### config.mk
export PLATFORM = sky130hd
export DESIGN_NAME = match_ctrl
export DESIGN_NICKNAME = d
export VERILOG_FILES = /design/src/rtl/match_ctrl.sv
export SDC_FILE = /design/constraint.sdc
export NUM_CORES = 1
export LEC_CHECK = 0
export CAP_MARGIN = 20
export CORE_ASPECT_RATIO = 1.5
export CORE_MARGIN = 5
export CORE_UTILIZATION = 52
export DETAILED_ROUTE_END_ITERATION = 8
export MAX_ROUTING_LAYER = met4
export PLACE_DENSITY = 0.78
export SETUP_SLACK_MARGIN = 0.05
export SLEW_MARGIN = 20
export SYNTH_ARGS = -nofsm -noshare
export SYNTH_HDL_FRONTEND = slang
export SYNTH_SLANG_ARGS = --single-unit
### constraint.sdc
create_clock -name clk_i -period 2.95 [get_ports clk_i]
set_clock_uncertainty 0.2 [all_clocks]
set_input_delay 0.295 -clock clk_i [delete_from_list [all_inputs] [get_ports clk_i]]
set_output_delay 0.295 -clock clk_i [all_outputs]
set_load 0.1 [all_outputs]
### src/rtl/match_ctrl.sv
// Match controller for a 2..4 player paddle game: tracks scores, sequences
// IDLE -> SERVE -> PLAY (-> PAUSE) -> OVER and drives ball enable/serve pulses.
module match_ctrl #(
    parameter int N_PLAYERS    = 2,
    parameter int SCORE_W      = 4,
    parameter int WIN_SCORE    = 11,
    parameter int SERVE_FRAMES = 60
) (
    input  logic                           clk_i,
    input  logic                           rst_i,
    input  logic                           new_frame_i,
    input  logic                           start_i,
    input  logic                           pause_i,
    input  logic [N_PLAYERS-1:0]           goal_i,
    output logic [2:0]                     state_o,
    output logic [N_PLAYERS*SCORE_W-1:0]   score_o,
    output logic                           ball_en_o,
    output logic                           serve_o,
    output logic [$clog2(N_PLAYERS)-1:0]   serve_dir_o,
    output logic [$clog2(N_PLAYERS)-1:0]   winner_o,
    output logic                           winner_vld_o
);

    localparam int IDX_W = $clog2(N_PLAYERS);
    localparam int CNT_W = (SERVE_FRAMES > 0) ? $clog2(SERVE_FRAMES + 1) : 1;
    localparam logic [CNT_W-1:0]   CNT_LOAD = CNT_W'(SERVE_FRAMES);
    localparam logic [SCORE_W-1:0] WIN_VAL  = SCORE_W'(WIN_SCORE);

    // Reject parameter combinations the score/index logic cannot represent.
    if (N_PLAYERS < 2 || N_PLAYERS > 4) begin : g_bad_players
        $error("match_ctrl: N_PLAYERS must be 2..4");
    end
    if (WIN_SCORE < 1 || WIN_SCORE > (2 ** SCORE_W) - 1) begin : g_bad_win
        $error("match_ctrl: WIN_SCORE must be 1..2**SCORE_W-1");
    end
    if (SERVE_FRAMES < 0) begin : g_bad_serve
        $error("match_ctrl: SERVE_FRAMES must be >= 0");
    end

    typedef enum logic [2:0] {
        ST_IDLE  = 3'd0,
        ST_SERVE = 3'd1,
        ST_PLAY  = 3'd2,
        ST_PAUSE = 3'd3,
        ST_OVER  = 3'd4
    } state_t;

    state_t                         state_q, state_d;
    logic                           resume_play_q, resume_play_d;
    logic [CNT_W-1:0]               cnt_q, cnt_d;
    logic [N_PLAYERS*SCORE_W-1:0]   score_q, score_d;
    logic [IDX_W-1:0]               serve_dir_q, serve_dir_d;
    logic [IDX_W-1:0]               winner_q, winner_d;
    logic                           serve_q, serve_d;
    logic                           ball_en_q;
    logic                           winner_vld_q;
    logic                           start_q, pause_q;

    logic                           start_edge, pause_edge;
    logic                           goal_any;
    logic [IDX_W-1:0]               goal_idx;
    logic [N_PLAYERS-1:0]           goal_sel;
    logic [SCORE_W-1:0]             goal_cur;
    logic [SCORE_W-1:0]             goal_next;
    logic                           goal_win;

    // Edge registers reset high so a key held through reset release is not an edge.
    assign start_edge = start_i & ~start_q;
    assign pause_edge = pause_i & ~pause_q;

    // Pick the lowest-indexed scorer; other simultaneous goal bits are dropped.
    always_comb begin
        goal_idx = '0;
        goal_sel = '0;
        goal_cur = '0;
        for (int i = N_PLAYERS - 1; i >= 0; i--) begin
            if (goal_i[i]) begin
                goal_idx    = IDX_W'(i);
                goal_sel    = '0;
                goal_sel[i] = 1'b1;
                goal_cur    = score_q[i*SCORE_W +: SCORE_W];
            end
        end
    end

    assign goal_any  = |goal_i;
    assign goal_next = goal_cur + SCORE_W'(1);
    assign goal_win  = (goal_next == WIN_VAL);

    // Next-state and next-output logic for the match sequencer.
    always_comb begin
        state_d       = state_q;
        resume_play_d = resume_play_q;
        cnt_d         = cnt_q;
        score_d       = score_q;
        serve_dir_d   = serve_dir_q;
        winner_d      = winner_q;
        serve_d       = 1'b0;
        unique case (state_q)
            ST_IDLE: begin
                score_d = '0;
                if (start_edge) begin
                    state_d = ST_SERVE;
                    cnt_d   = CNT_LOAD;
                end
            end
            ST_SERVE: begin
                if (pause_edge) begin
                    state_d       = ST_PAUSE;
                    resume_play_d = 1'b0;
                end else if (new_frame_i) begin
                    if (cnt_q == '0) begin
                        state_d = ST_PLAY;
                        serve_d = 1'b1;
                    end else begin
                        cnt_d = cnt_q - CNT_W'(1);
                    end
                end
            end
            ST_PLAY: begin
                // A goal outranks a pause edge arriving in the same cycle.
                if (goal_any) begin
                    for (int i = 0; i < N_PLAYERS; i++) begin
                        if (goal_sel[i]) begin
                            score_d[i*SCORE_W +: SCORE_W] = goal_next;
                        end
                    end
                    serve_dir_d = goal_idx;
                    if (goal_win) begin
                        state_d  = ST_OVER;
                        winner_d = goal_idx;
                    end else begin
                        state_d = ST_SERVE;
                        cnt_d   = CNT_LOAD;
                    end
                end else if (pause_edge) begin
                    state_d       = ST_PAUSE;
                    resume_play_d = 1'b1;
                end
            end
            ST_PAUSE: begin
                if (pause_edge) begin
                    state_d = resume_play_q ? ST_PLAY : ST_SERVE;
                end
            end
            ST_OVER: begin
                if (start_edge) begin
                    state_d = ST_SERVE;
                    score_d = '0;
                    cnt_d   = CNT_LOAD;
                end
            end
            default: begin
                state_d = ST_IDLE;
            end
        endcase
    end

    // State, score and registered-output update with asynchronous reset.
    always_ff @(posedge clk_i or posedge rst_i) begin
        if (rst_i) begin
            state_q       <= ST_IDLE;
            resume_play_q <= 1'b0;
            cnt_q         <= '0;
            score_q       <= '0;
            serve_dir_q   <= '0;
            winner_q      <= '0;
            serve_q       <= 1'b0;
            ball_en_q     <= 1'b0;
            winner_vld_q  <= 1'b0;
            start_q       <= 1'b1;
            pause_q       <= 1'b1;
        end else begin
            state_q       <= state_d;
            resume_play_q <= resume_play_d;
            cnt_q         <= cnt_d;
            score_q       <= score_d;
            serve_dir_q   <= serve_dir_d;
            winner_q      <= winner_d;
            serve_q       <= serve_d;
            ball_en_q     <= (state_d == ST_PLAY);
            winner_vld_q  <= (state_d == ST_OVER);
            start_q       <= start_i;
            pause_q       <= pause_i;
        end
    end

    assign state_o      = state_q;
    assign score_o      = score_q;
    assign ball_en_o    = ball_en_q;
    assign serve_o      = serve_q;
    assign serve_dir_o  = serve_dir_q;
    assign winner_o     = winner_q;
    assign winner_vld_o = winner_vld_q;

endmodule
==> results.json <==
{
  "ios": 23,
  "synth-async-reset-ratio": 1.00,
  "die_h_um": 72.9,
  "path_delay_family": "simple AND/OR/NAND/NOR gates",
  "start_kind": "input port",
  "cts_setup_buffers": 0,
  "whs_ns": 0.179,
  "die_w_um": 51.9,
  "io_buffers": 22,
  "syn_avg_cell_area_sq_um": 10.2,
  "grt_max_degree": 26,
  "clk_path_buf_depth": 2,
  "drc": 0,
  "drive_above_1_share": 0.280,
  "reg2regPathDepth": 9,
  "hp-class": "input port to register",
  "grt_pass1_vias": 1126,
  "syn_area_sq_um": 1370,
  "wl_met3_um": 139,
  "grt_pass1_wl_mm": 5.01,
  "root_buffer": "clkbuf_4",
  "fin_tns_setup_ns": 0,
  "dieArea_sq_um": 3790,
  "crit_required_ns": 2.97,
  "cp.arrival_ns": 2.53,
  "cp_max_fo": 6,
  "dr_wl_met2_mm": 1.62,
  "end_kind": "register",
  "ys_seq_area_frac": 0.458,
  "ys.flop_type": "dfrtp_1",
  "finalWirelength_mm": 2.96,
  "cts.sinks": 25,
  "drv_cap": 0,
  "clk_pin_slew_ns": 0.14,
  "wl_per_cell_um": 15.0,
  "p_per_area_nw_per_um2": 918,
  "critPathMaxStageDelay_ns": 0.52,
  "syn-num-nets": 145,
  "drtIter0Drc": 62,
  "outcome": "finished, final reports clean",
  "final_nets": 172,
  "vias": 1105,
  "syn2layout_area_growth_pct": 18.3,
  "crit_buf_inv": 2,
  "place_congestion": 0.825,
  "detail-route-antenna-nets": 0,
  "hold_viol": 0,
  "rsz0062_at_grt": "false",
  "crit_slowest_cell": "clkdlybuf4s50_1",
  "highest_layer": "met4",
  "critical_path.cell_chain": "clkdlybuf4s50_1, nand3b_1, and2_1, inv_1, ha_1, and2_1, a221o_1, nand3_2, o2111ai_4, mux2_4",
  "max-vdd-ir-drop_v": 0.000485,
  "synthCells": 135,
  "synth_seq_cells": 25,
  "crit_cells": 10,
  "grt_use_total": 0.180,
  "initial_core_util": 0.547,
  "cts_tree": "done",
  "critical_path_class": "input port to register",
  "cts_max_level": 1,
  "cts_buffers": 3,
  "wl_met1_mm": 1.15,
  "tightest_slew_ns": 0.931,
  "synth_edf_count": 0,
  "diodes": 0,
  "overflow": 0,
  "first_pass_iters": 4,
  "clock_latency_ns": 0.33,
  "layout_min_cycle_time_ns": 2.51,
  "rows": 22,
  "total_power_uw": 1490,
  "dp_hpwl_mm": 2.30,
  "cts_hold_buf": 0,
  "yosys.cell_types.count": 40,
  "rr_endpoint": "cnt_q[1]",
  "period_share": 0.850,
  "rrSetupSlack_ns": 0.54,
  "critical_path.endpoint": "cnt_q[1]",
  "slew_violations": 0,
  "setup_viol": 0,
  "crit_top_cell": "and2_1",
  "crit_start": "goal_i[0]",
  "fmax_mhz": 399,
  "antenna_found_initial": 0,
  "relSlewSlack": 0.379,
  "timing.rr.start": "score_o[4]",
  "cts-resized-gates": 0,
  "fillers": 199,
  "via_per_inst": 5.61,
  "core_area_sq_um": 2500,
  "p_leak_uw": 0.000730,
  "yosys_warnings": 0
}
[logic make-up (layout without fill, tap and decap cells)]
family | after synthesis | in the layout | share of synthesized area
multiplexers | 7 | 7 | 0.0602
XOR/XNOR | 1 | 1 | 0.00639
buffers and inverters | 12 | 38 | 0.0420
flip-flops | 25 | 25 | 0.458
AO/OA/AOI/OAI | 31 | 31 | 0.170
adder cells (fa/ha/maj) | 3 | 3 | 0.0274
AND/OR/NAND/NOR | 56 | 56 | 0.236
[stage by stage]
step                      std cells  utilization  area [sq um]  setup slack (ns)
after detailed placement        193        0.637          1600             0.123
after global placement          193        0.637          1600             0.201
final                           197        0.648          1620             0.443
after CTS                       197        0.648          1620             0.459
after global routing            197        0.648          1620             0.330
after floorplan                 135            -          1370            0.0729
[worst min-delay path by stage]
stage	start	to	slack, ns	cells after the start
finish	start_i	start_q	0.18	1
global route	start_i	start_q	0.18	1
CTS	start_i	start_q	0.19	1
detailed placement	cnt_q[5]	cnt_q[5]	0.28	1
global placement	cnt_q[5]	cnt_q[5]	0.28	1
floorplan	pause_i	pause_q	0.1	0
[layer usage]
| metal | GRT usage | vias to the layer above |
|---|---|---|
| met1 | 0.191 | 525 |
| met4 | 0.0700 | 0 |
| met3 | 0.0286 | 7 |
| met5 | - | - |
| li1 | - | 534 |
| met2 | 0.324 | 39 |
[report_power, final]
group / total [uW] / switching (uW) / internal, uW
Combinational: 811 / 546 / 265
Sequential: 524 / 98.6 / 426
Clock: 154 / 103 / 50.9
Total: 1490 / 748 / 742
[cell usage after synthesis, types with 2 or more instances]
library cell	count	share of area
nand3_1	6	0.022
inv_1	9	0.025
nor2b_2	2	0.013
nor3_1	4	0.015
mux2_2	6	0.049
and2_1	2	0.0091
o31ai_1	6	0.033
dfrtp_1	23	0.42
nor3b_4	2	0.027
nor2_1	10	0.027
o21ai_0	8	0.029
a21oi_1	6	0.022
nand2_1	16	0.044
dfstp_2	2	0.038
ha_1	3	0.027
nor2b_1	3	0.014
a22oi_1	2	0.011
nand3b_1	2	0.011
and3_2	2	0.011
[area by class of cell]
class	count	area, sq um	share of cell area
multi-input cells	98	686	0.423
clock buffers	3	22.5	0.0139
well taps	36	45.0	0.0278
repair buffers	25	203	0.125
inverters	9	33.8	0.0208
flip-flops and latches	25	628	0.387
clock inverters	1	5.00	0.00308
[flip-flops by register name, summed over array words and instances, names as in the netlist]
register and cells:
winner_vld_o 1, winner_o 1, score_o 8, start_q 1, serve_o 1, resume_play_q 1
pause_q 1, cnt_q 6, ball_en_o 1, state_o 3, serve_dir_o 1
[cell usage in the layout, fill, tap and decap left out, types with 4 or more instances in the layout]
cell type / synthesis / routed
nor3_1: 4 / 4
nor2_1: 10 / 10
nand3_1: 6 / 6
clkdlybuf4s50_1: 0 / 6
o31ai_1: 6 / 6
a21oi_1: 6 / 6
dfrtp_1: 23 / 23
inv_1: 9 / 9
buf_4: 1 / 19
mux2_2: 6 / 6
nand2_1: 16 / 16
o21ai_0: 8 / 8
Power figures use the tool's default switching activity.
